<file path="config.mk">
export PLATFORM = sky130hd
export DESIGN_NAME = vga_rect_fill
export DESIGN_NICKNAME = d
export VERILOG_FILES = /design/src/rtl/vga_rect_fill.sv
export SDC_FILE = /design/constraint.sdc
export NUM_CORES = 1
export LEC_CHECK = 0
export BUFFER_PORTS_ARGS = -buffer_cell sky130_fd_sc_hd__buf_2
export CAP_MARGIN = 40
export CELL_PAD_IN_SITES_DETAIL_PLACEMENT = 2
export CELL_PAD_IN_SITES_GLOBAL_PLACEMENT = 2
export CORE_MARGIN = 2
export CORE_UTILIZATION = 36
export DETAILED_ROUTE_END_ITERATION = 7
export PLACE_DENSITY_LB_ADDON = 0.15
export RECOVER_POWER = 100
export SKIP_CTS_REPAIR_TIMING = 1
export SLEW_MARGIN = 20
export SYNTH_ARGS = -nofsm -noshare
export SYNTH_HDL_FRONTEND = slang
export SYNTH_SLANG_ARGS = --single-unit
export TNS_END_PERCENT = 5
</file>
<file path="constraint.sdc">
create_clock -name clk_i -period 4.85 [get_ports clk_i]
set_clock_uncertainty 0.05 [all_clocks]
set_input_delay 0.7275 -clock clk_i [delete_from_list [all_inputs] [get_ports clk_i]]
set_output_delay 0.7275 -clock clk_i [all_outputs]
set_load 0.02 [all_outputs]
</file>
<file path="src/rtl/vga_rect_fill.sv">
// Rectangle-fill drawing engine: one command per handshake, one pixel write per clock in raster order.
// Optional RECT_CLIP_EN macro clips rectangles to the HD x VD visible area at accept time.
module vga_rect_fill #(
  parameter int HD         = 1280,
  parameter int VD         = 1024,
  parameter int COORD_BITS = 11
) (
  input  logic                  clk_i,
  input  logic                  arst_i,
  input  logic                  cmd_valid_i,
  output logic                  cmd_ready_o,
  input  logic [COORD_BITS-1:0] cmd_x_i,
  input  logic [COORD_BITS-1:0] cmd_y_i,
  input  logic [COORD_BITS-1:0] cmd_w_i,
  input  logic [COORD_BITS-1:0] cmd_h_i,
  input  logic [1:0]            cmd_color_i,
  input  logic                  abort_i,
  output logic [COORD_BITS-1:0] addr_x_o,
  output logic [COORD_BITS-1:0] addr_y_o,
  output logic [1:0]            color_o,
  output logic                  we_o,
  output logic                  busy_o,
  output logic                  done_o
);

`ifdef RECT_CLIP_EN
  localparam bit CLIP_EN = 1'b1;
`else
  localparam bit CLIP_EN = 1'b0;
`endif

  localparam logic [COORD_BITS-1:0] HD_C = COORD_BITS'(HD);
  localparam logic [COORD_BITS-1:0] VD_C = COORD_BITS'(VD);
  localparam logic [COORD_BITS-1:0] ONE  = COORD_BITS'(1);

  typedef enum logic [1:0] {IDLE, FILL, DONE} state_t;

  state_t                state_q, state_d;
  logic [COORD_BITS-1:0] x_q, y_q, w_q, h_q, col_q, row_q;
  logic [COORD_BITS-1:0] x_d, y_d, w_d, h_d, col_d, row_d;
  logic [1:0]            color_q, color_d;
  logic [COORD_BITS-1:0] w_eff, h_eff;
  logic                  accept, last_col, last_row;

  assign cmd_ready_o = (state_q == IDLE);
  assign accept      = cmd_valid_i && cmd_ready_o;
  assign last_col    = (col_q == w_q - ONE);
  assign last_row    = (row_q == h_q - ONE);

  // Clipping happens once at accept so the fill loop never needs a bound check.
  always_comb begin
    w_eff = cmd_w_i;
    h_eff = cmd_h_i;
    if (CLIP_EN) begin
      if (cmd_x_i >= HD_C)                 w_eff = '0;
      else if (cmd_w_i > HD_C - cmd_x_i)   w_eff = HD_C - cmd_x_i;
      if (cmd_y_i >= VD_C)                 h_eff = '0;
      else if (cmd_h_i > VD_C - cmd_y_i)   h_eff = VD_C - cmd_y_i;
    end
  end

  always_ff @(posedge clk_i or posedge arst_i) begin
    if (arst_i) begin
      state_q <= IDLE;
      x_q     <= '0;
      y_q     <= '0;
      w_q     <= '0;
      h_q     <= '0;
      col_q   <= '0;
      row_q   <= '0;
      color_q <= '0;
    end else begin
      state_q <= state_d;
      x_q     <= x_d;
      y_q     <= y_d;
      w_q     <= w_d;
      h_q     <= h_d;
      col_q   <= col_d;
      row_q   <= row_d;
      color_q <= color_d;
    end
  end

  always_comb begin
    state_d = state_q;
    x_d     = x_q;
    y_d     = y_q;
    w_d     = w_q;
    h_d     = h_q;
    col_d   = col_q;
    row_d   = row_q;
    color_d = color_q;
    case (state_q)
      IDLE: if (accept) begin
        x_d     = cmd_x_i;
        y_d     = cmd_y_i;
        w_d     = w_eff;
        h_d     = h_eff;
        color_d = cmd_color_i;
        col_d   = '0;
        row_d   = '0;
        state_d = (w_eff != '0 && h_eff != '0) ? FILL : DONE;
      end
      FILL: begin
        if (abort_i) begin
          state_d = IDLE;
        end else if (last_col) begin
          col_d = '0;
          row_d = row_q + ONE;
          if (last_row) state_d = DONE;
        end else begin
          col_d = col_q + ONE;
        end
      end
      DONE:    state_d = IDLE;
      default: state_d = IDLE;
    endcase
  end

  always_comb begin
    we_o     = (state_q == FILL);
    done_o   = (state_q == DONE);
    busy_o   = (state_q != IDLE);
    addr_x_o = x_q + col_q;
    addr_y_o = y_q + row_q;
    color_o  = color_q;
  end

endmodule

</file>
* Yosys cells after proc, flatten, opt, wreduce, memory -nomap -nowiden *
Cells that the tools add are included.

cells by class
  add/sub/neg operators = 6
  eq/ne operators = 9
  muxes and demuxes = 13
  reduce and logical (&&, ||, !) cells = 11

operator list
  cell                     number
  $mux W11                 5
  $pmux W11 S2             2
  $add A11 B1 Y11 const B  2
  $add A11 B11 Y11         2
  $eq A11 B11 Y1           2
  $reduce_bool A11 Y1      2
  $sub A11 B1 Y11 const B  2
  $mux W2                  5
  $ne A3 B2 Y1 const B     2
  $reduce_and A3 Y1        2
  $ne A2 B1 Y1 const B     2
  $pmux W2 S2              1
  $reduce_and A4 Y1        1
  $reduce_bool A2 Y1       2
  $eq A2 B1 Y1 const B     1
  $eq A2 B2 Y1 const B     1
  $logic_and A1 B1 Y1      2
  $logic_not A2 Y1         1
  $ne A2 B2 Y1 const B     1
  $reduce_and A2 Y1        1

storage, ports and cells
  bits in registers = 70
  input bits = 50
  output and inout bits = 28
  word-level logic and storage cells = 47

* Longest topological paths before layout *
Gate-level depths: netlist (run 1).

  depth in word-level cells = 6
  depth in mapped cells = 10
  mapped depth without buffers = 10

* Least setup slack after synthesis (run 1) *
OpenSTA, ideal clock, no wires.

  path type = register to output
  start = register col_q[1]
  end = output port addr_x_o[9]
  arrival = 2.521 ns
  required time = 4.073 ns
  slack = 1.552 ns
  cell stages (with the launch flop) = 9
  buffers on the path = 0
  cell sequence = dfrtp_1 ha_1 a21o_1 a21oi_1 nand2b_1 a21boi_0 o41ai_1 or4b_2 o211ai_1

between the ends
  longest elaborated chain between the ends = 1

ends and longest elaborated chain
  element                 RTL line  text
  from (decl)             39        logic [COORD_BITS-1:0] x_q, y_q, w_q, h_q, col_q, row_q;
  from (signal assigned)  78        col_q <= col_d;
  $add A11 B11 Y11        124       addr_x_o = x_q + col_q;
  to (decl)               18        output logic [COORD_BITS-1:0] addr_x_o,

Every way passes these cells.

* Final worst setup path (run 1) *
Ends and elaborated chain as after synthesis.

==> flow_summary.json, run 1 <==
{
  "status": "completed",
  "syn_nets": 633,
  "fin_hold_ws_ns": 0.4235,
  "power.share.sequential_pct": 30.5,
  "num_io_pins": 78,
  "dr.pass1.iters": 4,
  "wl_per_cell_um": 18.52,
  "synthTopCellsByArea": "dfrtp_1 38%, nand2_1 12%, ha_1 6.5%",
  "setup_tns_ns": 0,
  "fin_cells": 813,
  "worstPathArrival_ns": 3.34,
  "grt_start_max_net_pins": 31,
  "setup_viol": 0,
  "p_sw_uw": 1369,
  "dp_cells": 796,
  "drc": 0,
  "wirelength_um": 15060,
  "cts_root_buf": "clkbuf_16",
  "ant_nets": 0,
  "min_period_ns": 4.118,
  "path_max_fanout": 8,
  "avgSynthCellArea_um2": 8.316,
  "synthArstFlopShare_pct": 100.0,
  "synthCells": 557,
  "power_frac_clock_pct": 23.4,
  "start_kind": "register",
  "htree_levels": 3,
  "hold_class": "reg2reg",
  "clk_latency_ns": 0.35,
  "synthFlopType": "dfrtp_1",
  "yosysTopAreaCellShare_pct": 37.82,
  "grt_overflow_total": 0,
  "finalNetCount": 713,
  "core_area_mm2": 0.01257,
  "clkSlewWorstSetupHoldPaths_ns": 0.06,
  "ys_warn_count": 0,
  "synth-seq-cells": 70,
  "numPortBuffers": 77,
  "timing.fmax_mhz": 242.8,
  "hpwl_um": 11430,
  "rows": 41,
  "grt_pass1_wl_um": 24920,
  "crit_chain": "ha_1, a21o_1, a21oi_1, nand2b_1, a21boi_0, o41ai_1, or4b_2, o211ai_1, clkbuf_1",
  "grtUsageTotal_pct": 22.53,
  "drv_cap": 0,
  "areaGrowthSynthToFinish_pct": 18.40,
  "p_leak_uw": 0.002551,
  "ys_seq_area_share_pct": 37.82,
  "powerDensity_mw_per_mm2": 574.6,
  "max_slew_margin_pct": 2.056,
  "via_count": 4393,
  "die_w_um": 117.4,
  "irDropWorstVdd_v": 0.0002721,
  "worst_pin_slew_ns": 1.469,
  "diodes": 0,
  "cts.sinks": 70,
  "swShare_pct": 43.43,
  "slew_violations": 0,
  "pwr-share-comb_pct": 46.1,
  "final_util_pct": 43.63,
  "placed_area_mm2": 0.005271,
  "synth_area_mm2": 0.004632,
  "max_stage_delay_ns": 0.64,
  "drive_gt1_share_pct": 11.70,
  "routabilityCongestion": 0.7727,
  "path_delay_family": "compound AO/OA/AOI/OAI gates",
  "end_kind": "primary output",
  "slowest_stage": "or4b_2",
  "cp_num_buf_inv": 1,
  "hold_viol_final": 0,
  "worstPathRequired_ns": 4.07,
  "cts_tree": "yes",
  "criticalPathCategory": "reg2out",
  "clockBufferDepth": 2,
  "routed_via_density": 5.403,
  "n_fill_cell": 1461,
  "yosys.area.top_type": "dfrtp_1",
  "p_int_uw": 1782,
  "die_y_um": 117.4,
  "drt_iter0_drc": 85,
  "grt_pass1_vias": 4965,
  "synth_edf_count": 0,
  "yosysUniqueCellTypes": 54,
  "stdcell_area_mm2": 0.005484,
  "start_util_pct": 36.85,
  "dieArea_mm2": 0.01379,
  "antenna_found_initial": 0,
  "cts_made_buffers": 9,
  "rsz0062_at_grt": "false",
  "min_period_over_period_pct": 84.92
}
## area by class of cell
type / count / area, um2 / share of cell area, %
Inverter: 27 / 101.3 / 1.848
Multi-Input combinational cell: 444 / 2695 / 49.14
Timing Repair Buffer: 85 / 396.6 / 7.232
Clock buffer: 12 / 256.5 / 4.677
Tap cell: 172 / 215.2 / 3.924
Sequential cell: 70 / 1752 / 31.94
Clock inverter: 3 / 67.56 / 1.232
## registers in the layout, summed over array words and instances, names as in the netlist
name / cells
y_q: 11
col_q: 11
x_q: 11
row_q: 11
state_q: 2
w_q: 11
color_o: 2
h_q: 11
## through the flow
stage	worst slack [ns]	total power, uW
global route	0.4757	3396
CTS	0.7312	3252
floorplan	1.552	1983
global placement	1.291	2354
finish	0.7315	3151
detailed placement	1.136	2474
## cell usage in the layout, fill, tap and decap left out, drive strengths merged, types with 3 or more instances in the layout
cell type,netlist,routed
and3,12,12
a21oi,12,12
nand3,17,17
o22ai,3,3
nand4,11,11
a21o,4,4
nor2,25,25
a31oi,3,3
clkbuf,11,46
or4b,4,4
and2,6,6
or4,8,8
o31ai,4,4
o21ai,23,23
buf,5,51
nor2b,5,5
o311ai,3,3
xnor2,32,32
nor4,14,14
xor2,13,13
mux2i,4,4
nor3,14,14
o211ai,3,3
inv,27,27
nand2,143,143
or2,3,3
ha,24,24
nor3b,3,3
a2111oi,4,4
dfrtp,70,70
a21boi,5,5
nand2b,12,12
o41ai,4,4
or3,8,8
## power by group through the flow
stage,registers [uW],logic [uW],clock network (uW)
floorplan,903,1080,0
global placement,955,1400,0
detailed placement,968,1510,0
CTS,964,1530,759
global route,993,1620,783
finish,960,1450,738
## metal layers
layer | share of wire (%) | routed length, um | GRT usage (%)
met4 | 1.2 | 187 | 5.497
met5 | 0 | 0 | 0
met2 | 55 | 8317 | 43.42
met3 | 2.6 | 386 | 5.010
met1 | 41 | 6168 | 24.86
## final timing paths
check | from | endpoint | slack, ns | depth (start not counted)
worst max-delay path | col_q[1]$_DFFE_PP0P_ | addr_x_o[9] | 0.73 | 9
worst min-delay path | color_o[0]$_DFFE_PP0P_ | color_o[0]$_DFFE_PP0P_ | 0.42 | 2
worst max register to register | w_q[0]$_DFFE_PP0P_ | state_q[0]$_DFFE_PP0P_ | 1.00 | 9
worst min register to register | color_o[0]$_DFFE_PP0P_ | color_o[0]$_DFFE_PP0P_ | 0.42 | 2
max in group asynchronous | arst_i | row_q[4]$_DFFE_PP0P_ | 1.25 | 4
min in group asynchronous | arst_i | color_o[0]$_DFFE_PP0P_ | 0.54 | 2
## tightest hold or removal path, stage by stage (launching register included)
cell and delay (ns):
dfrtp_1 0.34, nand2_1 0.05, nand2_1 0.06
## synthesized netlist by cell type, types with 12 or more instances
| library cell | number |
|---|---|
| nand2_1 | 143 |
| dfrtp_1 | 70 |
| xnor2_1 | 32 |
| inv_1 | 27 |
| nor2_1 | 25 |
| ha_1 | 24 |
| o21ai_0 | 22 |
| nand3_1 | 17 |
| nor3_1 | 14 |
| nor4_1 | 14 |
| xor2_1 | 13 |
| a21oi_1 | 12 |
| and3_1 | 12 |
| nand2b_1 | 12 |
## cell families after synthesis
family	count (synthesis)	share of synthesized area (%)
xor gates and xnor gates	45	8.509
muxes	4	0.8644
AOI/OAI and AO/OA	80	11.70
DFF	70	37.82
adders and majority gates	26	7.347
and+or+nand+nor	289	30.12
buffers and inverters	43	3.647
No activity file was read; power rests on OpenSTA's default activity.
==> run 2: changes to the inputs <==
--- a/config.mk
+++ b/config.mk
@@ -10,7 +10,7 @@
 export CELL_PAD_IN_SITES_DETAIL_PLACEMENT = 2
 export CELL_PAD_IN_SITES_GLOBAL_PLACEMENT = 2
 export CORE_MARGIN = 2
-export CORE_UTILIZATION = 36
+export CORE_UTILIZATION = 34
 export DETAILED_ROUTE_END_ITERATION = 7
 export PLACE_DENSITY_LB_ADDON = 0.15
 export RECOVER_POWER = 100
==> constraint.sdc (replaced) <==
create_clock -name clk_i -period 4 [get_ports clk_i]
set_clock_uncertainty 0.05 [all_clocks]
set_input_delay 0.6 -clock clk_i [delete_from_list [all_inputs] [get_ports clk_i]]
set_output_delay 0.6 -clock clk_i [all_outputs]
set_load 0.02 [all_outputs]
==> run 2 against run 1 <==
  * The flow now finishes with violations (max-capacitance violations, max-slew violations)
  * Final cell count is 0.25% higher
  * Sequential share of layout area is 0.11 points higher
  * Power is 18% higher
  * Global-route usage is 0.97 points lower
  * Design area is 0.34% lower
  * Core utilization is 2.5 points lower
  * Routed wire length is 3.0% lower
  * Critical path depth stayed put
  * Combinational power is 21% higher
  * Worst hold slack worse by 0.031 ns
==> flow_summary.json, run 2 (synthesis gave the netlist of run 1 again) <==
{
  "status": "finished with violations",
  "failed_checks": "max-capacitance violations, max-slew violations",
  "drc": 0,
  "grt_start_max_net_pins": 44,
  "routabilityCongestion": 0.8077,
  "via_count": 4418,
  "final_common_cell": "nand2_1",
  "dr.pass1.iters": 4,
  "criticalPathCategory": "reg2out",
  "wl_per_cell_um": 17.93,
  "end_kind": "primary output",
  "die_w_um": 120.7,
  "max_slew_margin_pct": -22.53,
  "die_y_um": 120.7,
  "rsz0062_at_grt": "false",
  "fin_cells": 815,
  "pwr-share-comb_pct": 46.8,
  "setup_tns_ns": 0,
  "antenna_found_initial": 0,
  "drv_cap": 1,
  "grt_overflow_total": 0,
  "grt_pass1_vias": 4985,
  "worst_pin_slew_ns": 1.838,
  "clkSlewWorstSetupHoldPaths_ns": 0.06,
  "min_period_over_period_pct": 94.76,
  "p_sw_uw": 1646,
  "n_fill_cell": 1541,
  "final_util_pct": 41.11,
  "setup_viol": 0,
  "diodes": 0,
  "grtUsageTotal_pct": 21.56,
  "power.share.sequential_pct": 31.2,
  "hold_class": "in2reg",
  "cts_root_buf": "clkbuf_16",
  "grt_pass1_wl_um": 24730,
  "cts_tree": "yes",
  "seqCellArea_mm2": 0.001752,
  "clk_latency_ns": 0.34,
  "cts_made_buffers": 9,
  "powerDensity_mw_per_mm2": 682.8,
  "areaGrowthSynthToFinish_pct": 17.99,
  "hpwl_um": 11020,
  "worstPathRequired_ns": 3.35,
  "core_area_mm2": 0.01330,
  "dieArea_mm2": 0.01457,
  "multi_input_area_mm2": 0.002713,
  "setup_ws_ns": 0.2098,
  "slew_violations": 40,
  "start_util_pct": 34.84,
  "swShare_pct": 44.12,
  "worstPathArrival_ns": 3.14,
  "p_int_uw": 2085,
  "drive_gt1_share_pct": 12.68,
  "timing.fmax_mhz": 263.8,
  "path_max_fanout": 8,
  "rows": 42,
  "hold_viol_final": 0,
  "dp_cells": 798,
  "clockBufferDepth": 2,
  "drt_iter0_drc": 113,
  "cts.sinks": 70,
  "post-place-ws_ns": 0.4920,
  "p_leak_uw": 0.002547,
  "routed_via_density": 5.421,
  "wirelength_um": 14610,
  "final_cell_mix": "143 x nand2_1, 70 x dfrtp_1, 50 x buf_2, 32 x xnor2_1, 29 x clkbuf_1",
  "htree_levels": 3,
  "start_kind": "register",
  "power_frac_clock_pct": 22.0,
  "numPortBuffers": 77,
  "ant_nets": 0,
  "irDropWorstVdd_v": 0.0003065,
  "num_io_pins": 78,
  "finalNetCount": 710,
  "min_period_ns": 3.790
}
[run 2: metrics by stage]
| step | power [uW] | area [um2] | hold slack, ns |
|---|---|---|---|
| 2_1_floorplan | 2405 | 4632 | 0.4023 |
| 3_3_place_gp | 2864 | 5194 | 0.4103 |
| 3_5_place_dp | 2984 | 5214 | 0.4261 |
| 4_1_cts | 3843 | 5515 | 0.3095 |
| 5_1_grt | 4042 | 5465 | 0.3939 |
| 6_report | 3732 | 5465 | 0.3923 |
[run 2: power by group through the flow]
stage	combinational, uW	sequential [uW]	clock (uW)
after floorplan	1310	1100	0
after global placement	1700	1160	0
after detailed placement	1810	1180	0
after CTS	1830	1170	845
after global routing	1960	1200	880
final	1750	1170	819
[run 2: path summary, 6_finish.rpt]
kind | startpoint | cells after the start | end | slack, ns
worst max-delay path | col_q[1]$_DFFE_PP0P_ | 9 | addr_x_o[9] | 0.21
worst min-delay path | cmd_y_i[9] | 3 | y_q[9]$_DFFE_PP0P_ | 0.39
worst max register to register | w_q[0]$_DFFE_PP0P_ | 10 | row_q[4]$_DFFE_PP0P_ | 0.45
worst min register to register | x_q[7]$_DFFE_PP0P_ | 2 | x_q[7]$_DFFE_PP0P_ | 0.44
max in group asynchronous | arst_i | 3 | w_q[3]$_DFFE_PP0P_ | 1.67
min in group asynchronous | arst_i | 2 | x_q[4]$_DFFE_PP0P_ | 0.50
[run 2: layout make-up]
cell class	count	area share (%)
clock buffer	11	4.441
clock inverter	5	1.076
inverter	27	1.854
multi-input combinational	444	49.63
sequential	70	32.05
tap	176	4.029
timing repair buffer	82	6.914
[run 2: critical path: stages (launching register included)]
cell and delay, ns:
dfrtp_1 0.48, ha_1 0.34, a21o_1 0.17, a21oi_1 0.20, nand2b_1 0.14, a21boi_0 0.13
o41ai_2 0.35, or4b_2 0.62, o211ai_1 0.11, clkbuf_1 0.25
[run 2: layer usage]
metal  up-vias  part of all wire (%)  track usage (%)
li1       2091                     -                -
met1      2248                    40            23.34
met2        60                    55            41.21
met3        19                   3.1            5.283
met4         0                   1.7            6.105
met5         -                     0                0
==> run 3: changes to the inputs <==
--- a/config.mk
+++ b/config.mk
@@ -9,7 +9,7 @@
 export CAP_MARGIN = 40
 export CELL_PAD_IN_SITES_DETAIL_PLACEMENT = 2
 export CELL_PAD_IN_SITES_GLOBAL_PLACEMENT = 2
-export CORE_MARGIN = 2
+export CORE_MARGIN = 3
 export CORE_UTILIZATION = 34
 export DETAILED_ROUTE_END_ITERATION = 7
 export PLACE_DENSITY_LB_ADDON = 0.15
==> run 3 against run 2 <==
  * The run now ends clean
  * Die area rose by 3.3%
  * Fmax rose by 2.2%
  * Sequential cell count did not move
  * Global-route usage fell by 1.2 points
  * Worst hold slack improved by 0.0039 ns
  * Critical path depth did not move
  * Count of clock-buffer cells in the layout fell by 2
  * Setup slack improved by 0.082 ns
  * Critical endpoint unchanged
  * Highest routed layer unchanged
  * Clock power rose by 6.8%
  * Core utilization rose by 0.12 points
  * Sequential power barely moved
  * First-iteration DRC count rose by 22%
==> flow_summary.json, run 3 (synthesis gave the netlist of run 1 again) <==
{
  "cts.sinks": 70,
  "powerDensity_mw_per_mm2": 691.5,
  "min_period_over_period_pct": 92.71,
  "setup_viol": 0,
  "ant_nets": 0,
  "power.total_uw": 3791,
  "dieArea_mm2": 0.01506,
  "hp-start": "cmd_x_i[9]",
  "p_leak_uw": 0.002556,
  "setup_tns_ns": 0,
  "status": "completed",
  "final_cell_mix": "143 x nand2_1, 69 x dfrtp_1, 51 x buf_2, 32 x xnor2_1, 27 x inv_1",
  "hold_viol_final": 0,
  "grt_pass1_vias": 4910,
  "cp-startpoint": "col_q[1]$_DFFE_PP0P_",
  "grt_overflow_total": 0,
  "htree_levels": 3,
  "hpwl_um": 11210,
  "worst_pin_slew_ns": 1.468,
  "worstPathRequired_ns": 3.35,
  "clk_latency_ns": 0.34,
  "clkSlewWorstSetupHoldPaths_ns": 0.06,
  "grtUsageTotal_pct": 20.41,
  "hold_class": "in2reg",
  "dp_cells": 799,
  "cts_made_buffers": 9,
  "grt_start_max_net_pins": 45,
  "setup_ws_ns": 0.2915,
  "cts_root_buf": "clkbuf_16",
  "start_kind": "register",
  "criticalPathCategory": "reg2out",
  "routabilityCongestion": 0.7888,
  "slew_violations": 0,
  "routed_via_density": 5.344,
  "num_io_pins": 78,
  "rows": 42,
  "path_max_fanout": 8,
  "post-place-ws_ns": 0.5176,
  "antenna_found_initial": 0,
  "start_util_pct": 34.84,
  "dr.pass1.iters": 4,
  "final_common_cell": "nand2_1",
  "via_count": 4355,
  "die_y_um": 122.7,
  "stdcell_area_mm2": 0.005482,
  "drv_cap": 0,
  "max_slew_margin_pct": 2.126,
  "drc": 0,
  "end_kind": "primary output",
  "core_area_mm2": 0.01330,
  "grt_pass1_wl_um": 24130,
  "numPortBuffers": 77,
  "die_w_um": 122.7,
  "drt_iter0_drc": 138,
  "rsz0062_at_grt": "false",
  "placed_area_mm2": 0.005221,
  "n_fill_cell": 1521,
  "irDropWorstVdd_v": 0.0003491,
  "min_period_ns": 3.708,
  "cts_tree": "yes",
  "fin_cells": 815,
  "finalNetCount": 711,
  "clockBufferDepth": 2,
  "wl_per_cell_um": 18.20,
  "diodes": 0,
  "reg2reg_from": "w_q[0]$_DFFE_PP0P_",
  "areaGrowthSynthToFinish_pct": 18.34,
  "timing.fmax_mhz": 269.7,
  "drive_gt1_share_pct": 13.15,
  "wirelength_um": 14840,
  "worstPathArrival_ns": 3.06
}
-- run 3: cell count changes in the layout (fill, tap and decap cells not counted), sizes merged --
cell / change
buf: +2
bufinv: +1
clkbuf: -3
clkinv: -1
clkinvlp: +1
-- run 3: per-layer routing --
layer | vias to the layer above | GRT usage, % | routed length [um]
li1 | 2102 | - | -
met1 | 2204 | 22.19 | 5949
met2 | 40 | 40.11 | 8340
met3 | 9 | 4.470 | 360
met4 | 0 | 4.059 | 185
met5 | - | 0 | 0
-- run 3: critical path, cell delays in order (launching register included) --
cell and delay, ns:
dfrtp_1 0.48, ha_1 0.33, a21o_1 0.16, a21oi_1 0.20
nand2b_1 0.14, a21boi_0 0.12, o41ai_2 0.35, or4b_2 0.63
o211ai_1 0.12, clkbuf_2 0.20
-- run 3: cell type report --
class / count / area (um2) / share of cell area [%]
Inverter: 27 / 101.3 / 1.849
Multi-Input combinational cell: 444 / 2706 / 49.37
Tap cell: 176 / 220.2 / 4.017
Clock buffer: 9 / 225.2 / 4.109
Sequential cell: 70 / 1753 / 31.98
Timing Repair Buffer: 83 / 387.9 / 7.076
Clock inverter: 6 / 87.58 / 1.598
-- run 3: report_power, final --
group | total [uW] | internal (uW) | switching [uW]
registers | 1170 | 918 | 253
logic | 1750 | 669 | 1080
clock network | 875 | 542 | 333
-- run 3: path summary, 6_finish.rpt --
path | to | slack, ns | cells after the start
worst max-delay path | addr_x_o[9] | 0.29 | 9
worst min-delay path | x_q[9]$_DFFE_PP0P_ | 0.40 | 3
worst max register to register | row_q[4]$_DFFE_PP0P_ | 0.33 | 10
worst min register to register | color_o[0]$_DFFE_PP0P_ | 0.43 | 2
max in group asynchronous | col_q[0]$_DFFE_PP0P_ | 1.60 | 3
min in group asynchronous | y_q[9]$_DFFE_PP0P_ | 0.48 | 2
-- run 3: metrics by stage --
| step | util, % | hold WS, ns |
|---|---|---|
| 4_1_cts | 41.62 | 0.2851 |
| 5_1_grt | 41.23 | 0.3923 |
| 6_report | 41.23 | 0.3962 |
| 3_3_place_gp | 39.12 | 0.4116 |
| 3_5_place_dp | 39.27 | 0.4195 |
| 2_1_floorplan | - | 0.4023 |
